## src/rtl/sim_mem_sequencer.sv

```systemverilog
// Load -> run -> dump -> clear sequencer wrapped around the riscV datapath and its memories.
// Loads take one cycle from handshake to imem write; dump words appear RD_LAT cycles after their read issue.
module sim_mem_sequencer #(
    parameter int                DATA_W     = 32,
    parameter int                ADDR_W     = 32,
    parameter int                ADDR_STEP  = 4,
    parameter logic [ADDR_W-1:0] IMEM_BASE  = '0,
    parameter int                IMEM_WORDS = 1024,
    parameter logic [ADDR_W-1:0] DMEM_BASE  = ADDR_W'(32'h1001_0000),
    parameter int                DUMP_WORDS = 256,
    parameter int                RUN_CYCLES = 4096,
    parameter int                RD_LAT     = 1,
    parameter bit                CLEAR_EN   = 1'b1
) (
    input  logic              CLK,
    input  logic              RST_n,
    input  logic              start,
    input  logic              ld_valid,
    input  logic [DATA_W-1:0] ld_data,
    input  logic              ld_last,
    output logic              ld_ready,
    output logic              imem_wr_n,
    output logic [ADDR_W-1:0] imem_addr,
    output logic [DATA_W-1:0] imem_data,
    input  logic [ADDR_W-1:0] dut_pc,
    input  logic              dut_halt,
    output logic              dut_rst,
    output logic              dmem_own,
    output logic              dmem_rd,
    output logic              dmem_wr_n,
    output logic [ADDR_W-1:0] dmem_addr,
    input  logic [DATA_W-1:0] dmem_rdata,
    output logic              dump_valid,
    output logic [ADDR_W-1:0] dump_addr,
    output logic [DATA_W-1:0] dump_data,
    output logic              end_sim,
    output logic              timeout,
    output logic              overflow
);

    localparam int LC_W = $clog2(IMEM_WORDS + 1);
    localparam int RC_W = $clog2(RUN_CYCLES) + 1;
    localparam int DI_W = $clog2(DUMP_WORDS) + 1;
    localparam int DR_W = $clog2(RD_LAT) + 1;

    localparam logic [ADDR_W-1:0] STEP       = ADDR_W'(ADDR_STEP);
    localparam logic [LC_W-1:0]   IMEM_CAP   = LC_W'(IMEM_WORDS);
    localparam logic [RC_W-1:0]   RUN_LAST   = RC_W'(RUN_CYCLES - 1);
    localparam logic [DI_W-1:0]   DUMP_LAST  = DI_W'(DUMP_WORDS - 1);
    localparam logic [DR_W-1:0]   DRAIN_LAST = DR_W'(RD_LAT - 1);

    typedef enum logic [2:0] {
        S_IDLE,
        S_LOAD,
        S_RUN,
        S_DUMP,
        S_DRAIN,
        S_CLEAR,
        S_DONE
    } state_t;

    state_t              state_q;
    logic                ld_ready_q;
    logic                ld_last_q;
    logic                imem_wr_n_q;
    logic [ADDR_W-1:0]   imem_addr_q;
    logic [DATA_W-1:0]   imem_data_q;
    logic [ADDR_W-1:0]   ld_addr_q;
    logic [LC_W-1:0]     ld_cnt_q;
    logic [RC_W-1:0]     run_cnt_q;
    logic [DI_W-1:0]     idx_q;
    logic [DR_W-1:0]     drain_cnt_q;
    logic                dut_rst_q;
    logic                dmem_own_q;
    logic                dmem_rd_q;
    logic                dmem_wr_n_q;
    logic [ADDR_W-1:0]   dmem_addr_q;
    logic                end_sim_q;
    logic                timeout_q;
    logic                overflow_q;
    logic [RD_LAT-1:0]   pipe_vld_q;
    logic [ADDR_W-1:0]   pipe_addr_q [RD_LAT];

    logic                ld_hs;
    logic                ld_keep;
    logic                run_exp;
    logic [ADDR_W-1:0]   ld_addr_d;
    logic [ADDR_W-1:0]   dmem_addr_d;

    assign ld_hs       = ld_valid & ld_ready_q;
    assign ld_keep     = (ld_cnt_q < IMEM_CAP);
    assign run_exp     = (run_cnt_q == RUN_LAST);
    assign ld_addr_d   = ld_addr_q + STEP;
    assign dmem_addr_d = dmem_addr_q + STEP;

    always_ff @(posedge CLK or negedge RST_n) begin
        if (!RST_n) begin
            state_q     <= S_IDLE;
            ld_ready_q  <= 1'b0;
            ld_last_q   <= 1'b0;
            imem_wr_n_q <= 1'b1;
            imem_addr_q <= IMEM_BASE;
            imem_data_q <= '0;
            ld_addr_q   <= IMEM_BASE;
            ld_cnt_q    <= '0;
            run_cnt_q   <= '0;
            idx_q       <= '0;
            drain_cnt_q <= '0;
            dut_rst_q   <= 1'b1;
            dmem_own_q  <= 1'b0;
            dmem_rd_q   <= 1'b0;
            dmem_wr_n_q <= 1'b1;
            dmem_addr_q <= DMEM_BASE;
            end_sim_q   <= 1'b0;
            timeout_q   <= 1'b0;
            overflow_q  <= 1'b0;
        end else begin
            // A write strobe lasts exactly one cycle unless re-armed below.
            imem_wr_n_q <= 1'b1;
            case (state_q)
                S_IDLE, S_DONE: begin
                    if (start) begin
                        state_q     <= S_LOAD;
                        ld_ready_q  <= 1'b1;
                        ld_last_q   <= 1'b0;
                        end_sim_q   <= 1'b0;
                        timeout_q   <= 1'b0;
                        overflow_q  <= 1'b0;
                        ld_cnt_q    <= '0;
                        run_cnt_q   <= '0;
                        idx_q       <= '0;
                        drain_cnt_q <= '0;
                        ld_addr_q   <= IMEM_BASE;
                        imem_addr_q <= IMEM_BASE;
                    end
                end
                S_LOAD: begin
                    if (ld_hs) begin
                        if (ld_keep) begin
                            imem_wr_n_q <= 1'b0;
                            imem_addr_q <= ld_addr_q;
                            imem_data_q <= ld_data;
                            ld_addr_q   <= ld_addr_d;
                            ld_cnt_q    <= ld_cnt_q + LC_W'(1);
                        end else begin
                            overflow_q  <= 1'b1;
                        end
                        if (ld_last) begin
                            ld_ready_q <= 1'b0;
                            ld_last_q  <= 1'b1;
                        end
                    end
                    // The final write is on the bus this cycle; release the DUT next.
                    if (ld_last_q) begin
                        state_q   <= S_RUN;
                        ld_last_q <= 1'b0;
                        dut_rst_q <= 1'b0;
                        run_cnt_q <= '0;
                    end
                end
                S_RUN: begin
                    run_cnt_q <= run_cnt_q + RC_W'(1);
                    if (dut_halt || run_exp) begin
                        state_q     <= S_DUMP;
                        timeout_q   <= ~dut_halt;
                        dut_rst_q   <= 1'b1;
                        dmem_own_q  <= 1'b1;
                        dmem_rd_q   <= 1'b1;
                        dmem_addr_q <= DMEM_BASE;
                        idx_q       <= '0;
                    end
                end
                S_DUMP: begin
                    if (idx_q == DUMP_LAST) begin
                        state_q     <= S_DRAIN;
                        dmem_rd_q   <= 1'b0;
                        drain_cnt_q <= '0;
                    end else begin
                        idx_q       <= idx_q + DI_W'(1);
                        dmem_addr_q <= dmem_addr_d;
                    end
                end
                S_DRAIN: begin
                    if (drain_cnt_q == DRAIN_LAST) begin
                        if (CLEAR_EN) begin
                            state_q     <= S_CLEAR;
                            dmem_wr_n_q <= 1'b0;
                            dmem_addr_q <= DMEM_BASE;
                            idx_q       <= '0;
                        end else begin
                            state_q     <= S_DONE;
                            dmem_own_q  <= 1'b0;
                            end_sim_q   <= 1'b1;
                        end
                    end else begin
                        drain_cnt_q <= drain_cnt_q + DR_W'(1);
                    end
                end
                S_CLEAR: begin
                    if (idx_q == DUMP_LAST) begin
                        state_q     <= S_DONE;
                        dmem_wr_n_q <= 1'b1;
                        dmem_own_q  <= 1'b0;
                        end_sim_q   <= 1'b1;
                    end else begin
                        idx_q       <= idx_q + DI_W'(1);
                        dmem_addr_q <= dmem_addr_d;
                    end
                end
                default: begin
                    state_q <= S_IDLE;
                end
            endcase
        end
    end

    // Issued read addresses ride alongside the memory's own read latency.
    always_ff @(posedge CLK or negedge RST_n) begin
        if (!RST_n) begin
            pipe_vld_q <= '0;
            for (int k = 0; k < RD_LAT; k++) begin
                pipe_addr_q[k] <= '0;
            end
        end else begin
            pipe_vld_q[0]  <= dmem_rd_q;
            pipe_addr_q[0] <= dmem_addr_q;
            for (int k = 1; k < RD_LAT; k++) begin
                pipe_vld_q[k]  <= pipe_vld_q[k-1];
                pipe_addr_q[k] <= pipe_addr_q[k-1];
            end
        end
    end

    assign ld_ready   = ld_ready_q;
    assign imem_wr_n  = imem_wr_n_q;
    assign imem_addr  = (state_q == S_RUN) ? dut_pc : imem_addr_q;
    assign imem_data  = imem_data_q;
    assign dut_rst    = dut_rst_q;
    assign dmem_own   = dmem_own_q;
    assign dmem_rd    = dmem_rd_q;
    assign dmem_wr_n  = dmem_wr_n_q;
    assign dmem_addr  = dmem_addr_q;
    assign dump_valid = pipe_vld_q[RD_LAT-1];
    assign dump_addr  = pipe_vld_q[RD_LAT-1] ? pipe_addr_q[RD_LAT-1] : '0;
    assign dump_data  = pipe_vld_q[RD_LAT-1] ? dmem_rdata : '0;
    assign end_sim    = end_sim_q;
    assign timeout    = timeout_q;
    assign overflow   = overflow_q;

endmodule

```

## config.mk

```make
export PLATFORM = sky130hd
export DESIGN_NAME = sim_mem_sequencer
export DESIGN_NICKNAME = d
export VERILOG_FILES = /design/src/rtl/sim_mem_sequencer.sv
export SDC_FILE = /design/constraint.sdc
export NUM_CORES = 1
export LEC_CHECK = 0
export ABC_AREA = 1
export BUFFER_PORTS_ARGS = -buffer_cell sky130_fd_sc_hd__buf_2
export CAP_MARGIN = 5
export CORE_MARGIN = 4
export CORE_UTILIZATION = 35
export CTS_CLUSTER_DIAMETER = 120
export DETAILED_ROUTE_END_ITERATION = 10
export MAX_ROUTING_LAYER = met4
export PLACE_DENSITY = 0.63
export SLEW_MARGIN = 5
export SYNTH_ARGS = -nofsm -noshare
export SYNTH_HDL_FRONTEND = slang
export SYNTH_SLANG_ARGS = --single-unit
```

## constraint.sdc

```tcl
create_clock -name CLK -period 5.32 [get_ports CLK]
set_clock_uncertainty 0.05 [all_clocks]
set_input_delay 0.266 -clock CLK [delete_from_list [all_inputs] [get_ports CLK]]
set_output_delay 0.266 -clock CLK [all_outputs]
set_load 0.02 [all_outputs]
```

; ---- Word level (Yosys, flattened, before mapping)
; Index checks and enable logic that the tools add are counted.
[totals]
regBits = 208
elab_cells = 142
input_bits = 102
[op_classes]
n_lt_le_gt_ge = 1
bitwise_logic = 2
n_reduce_logical = 31
addsub = 6
muxes = 62
n_eq_ne = 19
[op_table]
columns = cell, n
row1 = two-way mux 32 bit, 11
row2 = one-hot mux 32 bit (2 select lines), 2
row3 = one-hot mux 32 bit (3 select lines), 1
row4 = adder 32 x 3 -> 32 bit (second input constant), 2
row5 = one-hot mux 13 bit (3 select lines), 1
row6 = two-way mux 9 bit, 4
row7 = one-hot mux 9 bit (4 select lines), 1
row8 = two-way mux 11 bit, 3
row9 = AND reduction 3 bit, 9
row10 = two-way mux 13 bit, 2
row11 = != test 2 bit (second input constant), 11
row12 = one-hot mux 11 bit (2 select lines), 1
row13 = two-way mux 1 bit, 19
row14 = two-way mux 3 bit, 6
row15 = one-hot mux 1 bit (2 select lines), 9
row16 = one-hot mux 3 bit (6 select lines), 1
row17 = AND reduction 4 bit, 4
row18 = nonzero test 2 bit, 7
row19 = adder 13 x 1 -> 13 bit (second input constant), 1
row20 = == test 13 x 12 -> 1 bit (second input constant), 1
row21 = adder 11 x 1 -> 11 bit (second input constant), 1
row22 = < comparator 11 bit (second input constant), 1
row23 = adder 9 x 1 -> 9 bit (second input constant), 1
row24 = == test 3 bit (second input constant), 3
row25 = other kinds (15), 19

; ---- Logic depth before layout (Yosys ltp)
; Gate-level depths: netlist (run 1).
[depth]
ltp_word = 4
ltp_mapped = 14
ltp_nobuf = 13

; ---- Worst setup path before layout (run 1)
; OpenSTA, ideal clock, no wires.
[synth_path]
kind = register to register
from = reg idx_q[0]
to = reg dmem_addr_q[27] (netlist: dmem_addr[27])
required_ns = 5.157
slack_ns = 3.264
path_stages_with_launch = 15
arrival_ns = 1.894
path_buffers = 2
cell_sequence = dfrtp_1 ha_1 nand2_1 inv_1 nand4_1 nor3b_1 ha_1 inv_1 o21a_1 nand2_2 buf_6 buf_6 o21bai_2 nand2_1 inv_1
[synth_via]
elab_chain_len = 3
[synth_rtl]
columns = item, line_no
row1 = from (decl), 71  ; logic [DI_W-1:0] idx_q;
row2 = from (signal assigned), 179  ; idx_q <= idx_q + DI_W'(1);
row3 = from (signal assigned), 206  ; idx_q <= idx_q + DI_W'(1);
row4 = == test 9 x 8 -> 1 bit, "174, 200"
row5 = != test 2 bit (no source line), -
row6 = AND reduction 4 bit (no source line), -
row7 = to (signal assigned), 180  ; dmem_addr_q <= dmem_addr_d;
row8 = to (signal assigned), 207  ; dmem_addr_q <= dmem_addr_d;
row9 = to (decl), 77  ; logic [ADDR_W-1:0] dmem_addr_q;
; Every way passes these cells.
; A chain may end at the register's enable or synchronous reset.

; ---- Worst setup path after layout (run 1)
[layout_path]
from = reg state_q[2]
to = out imem_addr[22]
[layout_via]
elab_chain_len = 2
[layout_rtl]
columns = item, line_no
row1 = from (decl), 62  ; state_t state_q;
row2 = from (signal assigned), 98  ; state_q <= S_IDLE;
row3 = from (signal assigned), 123  ; state_q <= S_LOAD;
row4 = from (signal assigned), 155  ; state_q <= S_RUN;
row5 = == test 3 x 2 -> 1 bit, 236  ; assign imem_addr = (state_q == S_RUN) ? dut_pc : imem_addr_q;
row6 = two-way mux 32 bit, 236
row7 = to (decl), 23  ; output logic [ADDR_W-1:0] imem_addr,
; Every way passes these cells.

==> results.txt, run 1 <==
The logs give 252 uV for the largest voltage drop on the vdd net and 0 for the post-cts gate resize count. Setup repair after global routing left no endpoint under its margin. The first global-routing pass estimated 47,300 um of wire. The netlist uses 39 different library cells. The run finished with clean final reports. The logs give 0.0296 mm2 for the core area and 0 for the final max-slew violation count. After the last flow step, the layout net total stands at 1,812. Clock latency on the worst-skew pair, taken at its later pin, is 0.43 ns. For the finished layout, the period the worst path requires is 3.13 ns. The logs give 0.0327 mm2 for the full die area and 0 for the remaining routing DRC violations. Across every metal layer, demand over resource in global routing totals 17.6%. In this run, CTS created clock tree buffers numbering 17.

Quantity of I/O buffers inserted on ports: 267. After synthesis, the most frequently instantiated cells are nand2_1, inv_1, dfrtp_1. The tools report the type of element capturing the critical path as a primary output.

In this design, the largest share of critical-path delay is due to buffers and inverters. Ratio of final minimum period to clock period: 58.7%. Most used flip-flop cell after synthesis: dfrtp_1. TritonCTS built the clock tree. The number of sinks driven by the clock tree is 199, and the number of I/O pins is 272. The top cell type's share of synthesized area was 46.4%; the detailed placement HPWL was 20,400 um. The die height was 181 um; the number of rows in the core area was 63. Setup violations remaining at the end of the flow were counted as 0. For this run, the number of Yosys warnings is 0. The normalized max-slew margin was 33.0%; the area of the mapped netlist was 0.0105 mm2. The maximum level of the CTS H-tree came out at 4. Max-cap violations in this run came to 0.

The required time of the critical path was 5.00 ns; the layout cell share with drive strength beyond 1 was 19.4%. In this run, synthesis produced a sequential element count of 199. Type of the worst setup path: reg -> out. The number of fill cells was 3,023. From synthesis to final layout, the design area changed by 23.1%. The smallest hold slack was 0.0169 ns; the total leakage power was 7.13 nW. For the worst path arrival time, the log shows 2.81 ns. The stage delay of the slowest cell on the critical path is 0.84 ns. Top cell type by total area after synthesis: dfrtp_1. The signal on the critical path passes through inv_2, nand2_2, inv_2, nand2_1, inv_2, o21ai_0, buf_2. Entering global routing, the biggest net connects 89 pins.

In the synthesized netlist the async set-or-reset flop fraction comes to 100%. The worst setup path is launched from a flop. Summed over all layers, the global routing overflow is 0.

The proportion of synthesized chip area in sequential cells was 47.7%; the accumulated negative setup slack was 0 ns. The number of antenna diodes in the final layout is 0. In this run the worst hold path is classified as in -> reg.

The worst-margin pin slew came out at 1.00 ns. The number of setup buffers added after CTS came out at 0. Yosys attributes the largest share of cell area to dfrtp_1, nand2_1, inv_1. The most frequent cell on the critical path was inv_2. The tools report the cell count after synthesis as 1,446. Buffer depth of the longest clock path: 2. The root buffer cell chosen for the clock tree is clkbuf_16. The routed wire length was 28,500 um. Clock-pin slew was measured on the worst setup and hold paths at 0.07 ns. Dividing the detail-routed wire length by the instance count gives 13.5 um. The congestion estimate from routability-driven global placement came to 0.920. The slowest stage of the critical path is the inv_2 cell. The post-detailed-route via-to-cell ratio is 4.69, and the mean instance size in the synthesized netlist is 7.23 um2. The effective utilization at floorplan is 35.4%, and the via count of the first global-routing pass is 9,621.

In this run the power density over the cells is 423 mW/mm2. Leading cell type by number of instances after synthesis: nand2_1. The number of vias after detailed routing came out at 9,885. The number of hold violations in the final report came out at 0.

The largest fanout on the critical path came out at 68. The die is 181 um wide. The count of antenna-violating nets left after detailed routing is 0, and the buffer and inverter count on the worst path is 4. In this run, the number of DRC markers left after iteration 0 of detailed routing was 496. The initial antenna violation count was 0; the iteration count of the initial detailed-routing pass was 5.

The peak clock frequency supported by timing came out at 0.320 GHz. Yosys mapped a number of flops with a built-in enable equal to 0.
[cells in the final DEF (no fill, tap or decap), types with 11 or more instances in the layout]
master / synthesis / layout
xor2_1: 14 / 14
nand2_1: 507 / 507
clkbuf_16: 0 / 17
inv_1: 205 / 204
o21bai_1: 11 / 11
nand3_1: 106 / 106
dfrtp_1: 194 / 193
buf_2: 23 / 266
o21ai_1: 13 / 13
o22ai_1: 29 / 29
nand4_1: 44 / 44
dlygate4sd3_1: 0 / 17
nor2_1: 123 / 123
o21ai_0: 82 / 82
[power breakdown]
part           total [mW]  switching [mW]  internal, mW
Combinational        2.12            1.58         0.545
Sequential           1.97           0.225          1.75
Clock                1.36           0.637         0.718
Total                5.45            2.44          3.01
[area by class of cell]
type	instances	area, um2	area share, %
sequential	199	4990	38.7
inverter	213	800	6.21
clock buffer	17	425	3.31
tap	390	488	3.79
clock inverter	15	181	1.41
timing repair buffer	290	1570	12.2
multi-input combinational	983	4420	34.3
[metal layers]
layer	GRT usage (%)	vias up	part of all wire, %
met4	3.60	0	1.4
met2	30.4	273	49
met1	22.0	4545	45
met5	-	-	0
met3	2.98	30	5.4
li1	-	5037	-
[stage by stage]
stage / instance area [um2] / util, % / power, mW / setup slack, ns / instances
after floorplan: 10500 / - / 3.50 / 3.26 / 1449
after global placement: 12100 / 40.8 / 4.09 / 2.00 / 2057
after detailed placement: 12100 / 40.8 / 4.13 / 1.93 / 2057
after CTS: 12900 / 43.5 / 5.51 / 1.94 / 2106
after global routing: 12900 / 43.5 / 5.84 / 1.87 / 2107
final: 12900 / 43.5 / 5.45 / 2.19 / 2107
[kinds of logic (layout without fill, tap and decap cells)]
kind of cell | Yosys count | in the layout | synth area share (%)
other | 1 | 4 | 0.0359
and+or+nand+nor | 803 | 803 | 31.7
DFF | 199 | 199 | 47.7
xor gates and xnor gates | 17 | 17 | 1.42
buffers and inverters | 267 | 535 | 10.3
AOI/OAI and AO/OA | 153 | 153 | 8.18
adders and majority gates | 6 | 6 | 0.718
[what timing repair did]
action / in CTS / in global routing
hold buffers: 17 / 0
hold endpoints to repair: 99 / 0
setup endpoints to repair: 0 / 0
[flip-flops by register name, indices dropped and copies added, names as in the netlist, 3 cells and up]
register / flops
run_cnt_q: 13
pipe_addr_q: 30
imem_addr_q: 30
idx_q: 9
ld_cnt_q: 11
imem_data: 32
dmem_addr: 30
state_q: 3
ld_addr_q: 30
[worst paths after layout]
kind	start	slack [ns]	to	cells past startpoint
min in group asynchronous	RST_n	0.39	imem_addr_q[15]	2
worst max-delay path	state_q[2]	2.19	imem_addr[22]	7
worst min-delay path	ld_data[11]	0.02	imem_data[11]	3
worst min register to register	dmem_addr[28]	0.41	pipe_addr_q[28]	0
worst max register to register	state_q[1]	2.27	imem_addr_q[7]	11
max in group asynchronous	RST_n	3.53	dmem_addr[24]	3
[worst register-to-register path: stages, from the launching register on]
cell,delay (ns)
dfrtp_1,0.41
inv_2,0.09
nand3_2,0.16
inv_2,0.08
buf_4,0.62
nand2_1,0.10
nand2_1,0.16
nor2_4,0.05
buf_4,0.29
nand2_2,0.51
buf_12,0.27
o22ai_1,0.13
Power figures use the tool's default switching activity.
==> run 2, diff against run 1 <==
Clock period 5.32 ns to 2.9 ns, I/O delays scaled along.
==> results.txt, run 2 (synthesized netlist as in run 1, its figures left out) <==
The first global-routing pass estimated 48,200 um of wire. At the pin with the least slew margin, the transition time is 0.947 ns. The run gives 0.0296 mm2 as the core area. The source-to-sink clock delay at the later pin of the worst-skew pair was 0.43 ns; the quantity of I/O buffers inserted on ports was 267.

After the last flow step, the layout net total stands at 1,839. The final layout contains routed wiring with a total length of 29,100 um. Measured against its own limit, the worst slew margin works out to 36.9%. The die boundary width is 181 um, and the number of hold violations in the final report is 0. The final weighted congestion in routability-driven placement came out at 0.901. The number of sinks driven by the clock tree was 199. The final max-slew violation count was 0.

Compared with the post-synthesis result, the final layout area differs by 25.3%. Among cell families on the critical path, the largest total delay comes from buffers and inverters. Cells with a size suffix above 1 make up 19.4% of the layout. The ratio of final minimum period to clock period works out to 87.9%. The worst hold path cell count is 4, and the antenna diode instance count is 0. The register with the most flip-flops in the layout has 32 of them.

Buffers inserted during clock tree synthesis total 17. Type of element capturing the critical path: a primary output. STA classifies the critical path startpoint as a flop. Total leakage power: 7.21 nW.

The critical path crosses 7 cells after its start point. Walking the worst path, the cells encountered are inv_2, nand2_1, inv_2, buf_12, nand2_1, o21ai_0, buf_2. The clock period could shrink to 2.55 ns. TritonCTS built the clock tree.

The number of setup buffers added after CTS was 0. The path with the worst hold slack has its endpoint at end_sim. The required time of the critical path is 2.71 ns. The worst setup slack for register-to-register paths is 0.52 ns, and the buffer and inverter count on the worst path is 4. The tools report the detailed placement HPWL as 21,300 um. The initial antenna violation count came out at 0.

The count of cells along the worst register-to-register path works out to 13. Setup repair after global routing left no endpoint under its margin. Dividing the detail-routed via count by the number of cells gives 4.71.

In the global route stage, overall resource usage came out at 18.0%. The critical-path cell with the highest stage delay is dfrtp_1. Setup violation total in the final timing report: 0.

The H-tree was split into 4 levels. The mean routed wirelength per cell was 13.6 um. The die height is 181 um, and the largest voltage drop on the vdd net is 403 uV.

The tools report the startpoint of the lowest-slack register-to-register path as idx_q[1]. The most common library cell in the layout ignoring fill and taps is nand2_1. The tools report the via count of the first global-routing pass as 9,695. Clock root buffer master: clkbuf_16. The first TritonRoute pass finished after 5 iterations. The remaining routing DRC violations was 0. The number of maximum-capacitance violations is 0, and the clock-pin transition on the worst setup and hold timing paths is 0.07 ns. The run gives 0 as the count of antenna-violating nets left after detailed routing. For this block, the via count after detailed routing is 10,000.

Summed over all layers, the global routing overflow is 0. Along the worst path, the maximum fanout reaches 50. The first routing iteration left 462 violations. The die covers 0.0327 mm2. Gates resized during post-CTS repair numbered 0. Entering global routing, the biggest net connects 81 pins.

No sink is reached through more buffers than the 2 on the longest clock path. Stage delay of the slowest cell on the critical path: 0.44 ns. The effective utilization at floorplan was 35.4%. The type of the worst setup path is reg -> out. For the number of rows in the core area, the log shows 63. The worst hold path begins at start. For this design the ratio of total power to cell area is 762 mW/mm2. The top cell types in the final layout, fill and taps aside, are nand2_1, buf_2, inv_1. Data arrives at the worst endpoint at 2.35 ns.

The min-delay analysis places its worst path in the category in -> reg. The smallest hold slack came out at 0.0693 ns. After routing, the total negative slack on setup checks comes to 0 ns.

272 I/O pins were placed. The worst flop-to-flop path endpoint is dmem_addr[22]. The flow ran to the end, and the final reports show no timing, DRC or antenna violations. Timing would allow up to 0.392 GHz.
[run 2: per-stage QoR]
stage / worst slack, ns / total power, mW / area (um2) / utilization, % / instances
after global placement: 0.632 / 7.64 / 12200 / 41.2 / 2066
after global routing: 0.0971 / 10.7 / 13100 / 44.3 / 2134
after floorplan: 0.844 / 6.41 / 10500 / - / 1449
after detailed placement: 0.562 / 7.72 / 12200 / 41.2 / 2066
after CTS: 0.305 / 10.1 / 13100 / 44.3 / 2134
final: 0.352 / 9.98 / 13100 / 44.3 / 2134
[run 2: cell type report]
class | instances | area, um2
fillers | 3000 | 16500
flip-flops and latches | 199 | 4990
multi-input cells | 983 | 4420
repair buffers | 317 | 1860
inverters | 213 | 800
well taps | 390 | 488
clock buffers | 20 | 437
clock inverters | 12 | 119
[run 2: how the worst max path moves through the flow]
stage | from | slack, ns | to
after floorplan | idx_q[0] | 0.84 | dmem_addr[27]
after global placement | idx_q[0] | 0.63 | dmem_addr[31]
after detailed placement | idx_q[0] | 0.56 | dmem_addr[22]
after CTS | state_q[2] | 0.30 | imem_addr[10]
after global routing | state_q[2] | 0.1 | imem_addr[2]
final | state_q[0] | 0.35 | imem_addr[16]
[run 2: timing repair]
item	CTS	global route
hold buffers	36	0
setup endpoints to repair	0	0
endpoints found under the hold margin	109	0
[run 2: worst reg2reg max path, cell delays in order, from the launching register on]
cell,delay [ns]
dfrtp_1,0.38
ha_1,0.18
nand2_1,0.05
inv_1,0.09
nand4_1,0.13
nor3b_1,0.22
ha_1,0.28
inv_1,0.08
o21a_1,0.22
nand2_2,0.09
buf_4,0.29
o21bai_1,0.12
nand2_1,0.07
inv_1,0.04
[run 2: power breakdown]
group / internal, mW / switching, mW / total [mW] / leakage [nW]
logic: 1.14 / 2.95 / 4.09 / 4.27
registers: 3.20 / 0.395 / 3.60 / 2.69
clock network: 1.20 / 1.09 / 2.30 / 0.261
[run 2: per-layer routing]
metal  vias to the layer above  share of wire (%)  track usage [%]
met1                      4669                 44             22.4
met4                         0               0.79             2.60
met5                         -                  0                -
li1                       5091                  -                -
met2                       266                 50             31.8
met3                        20                5.1             2.82
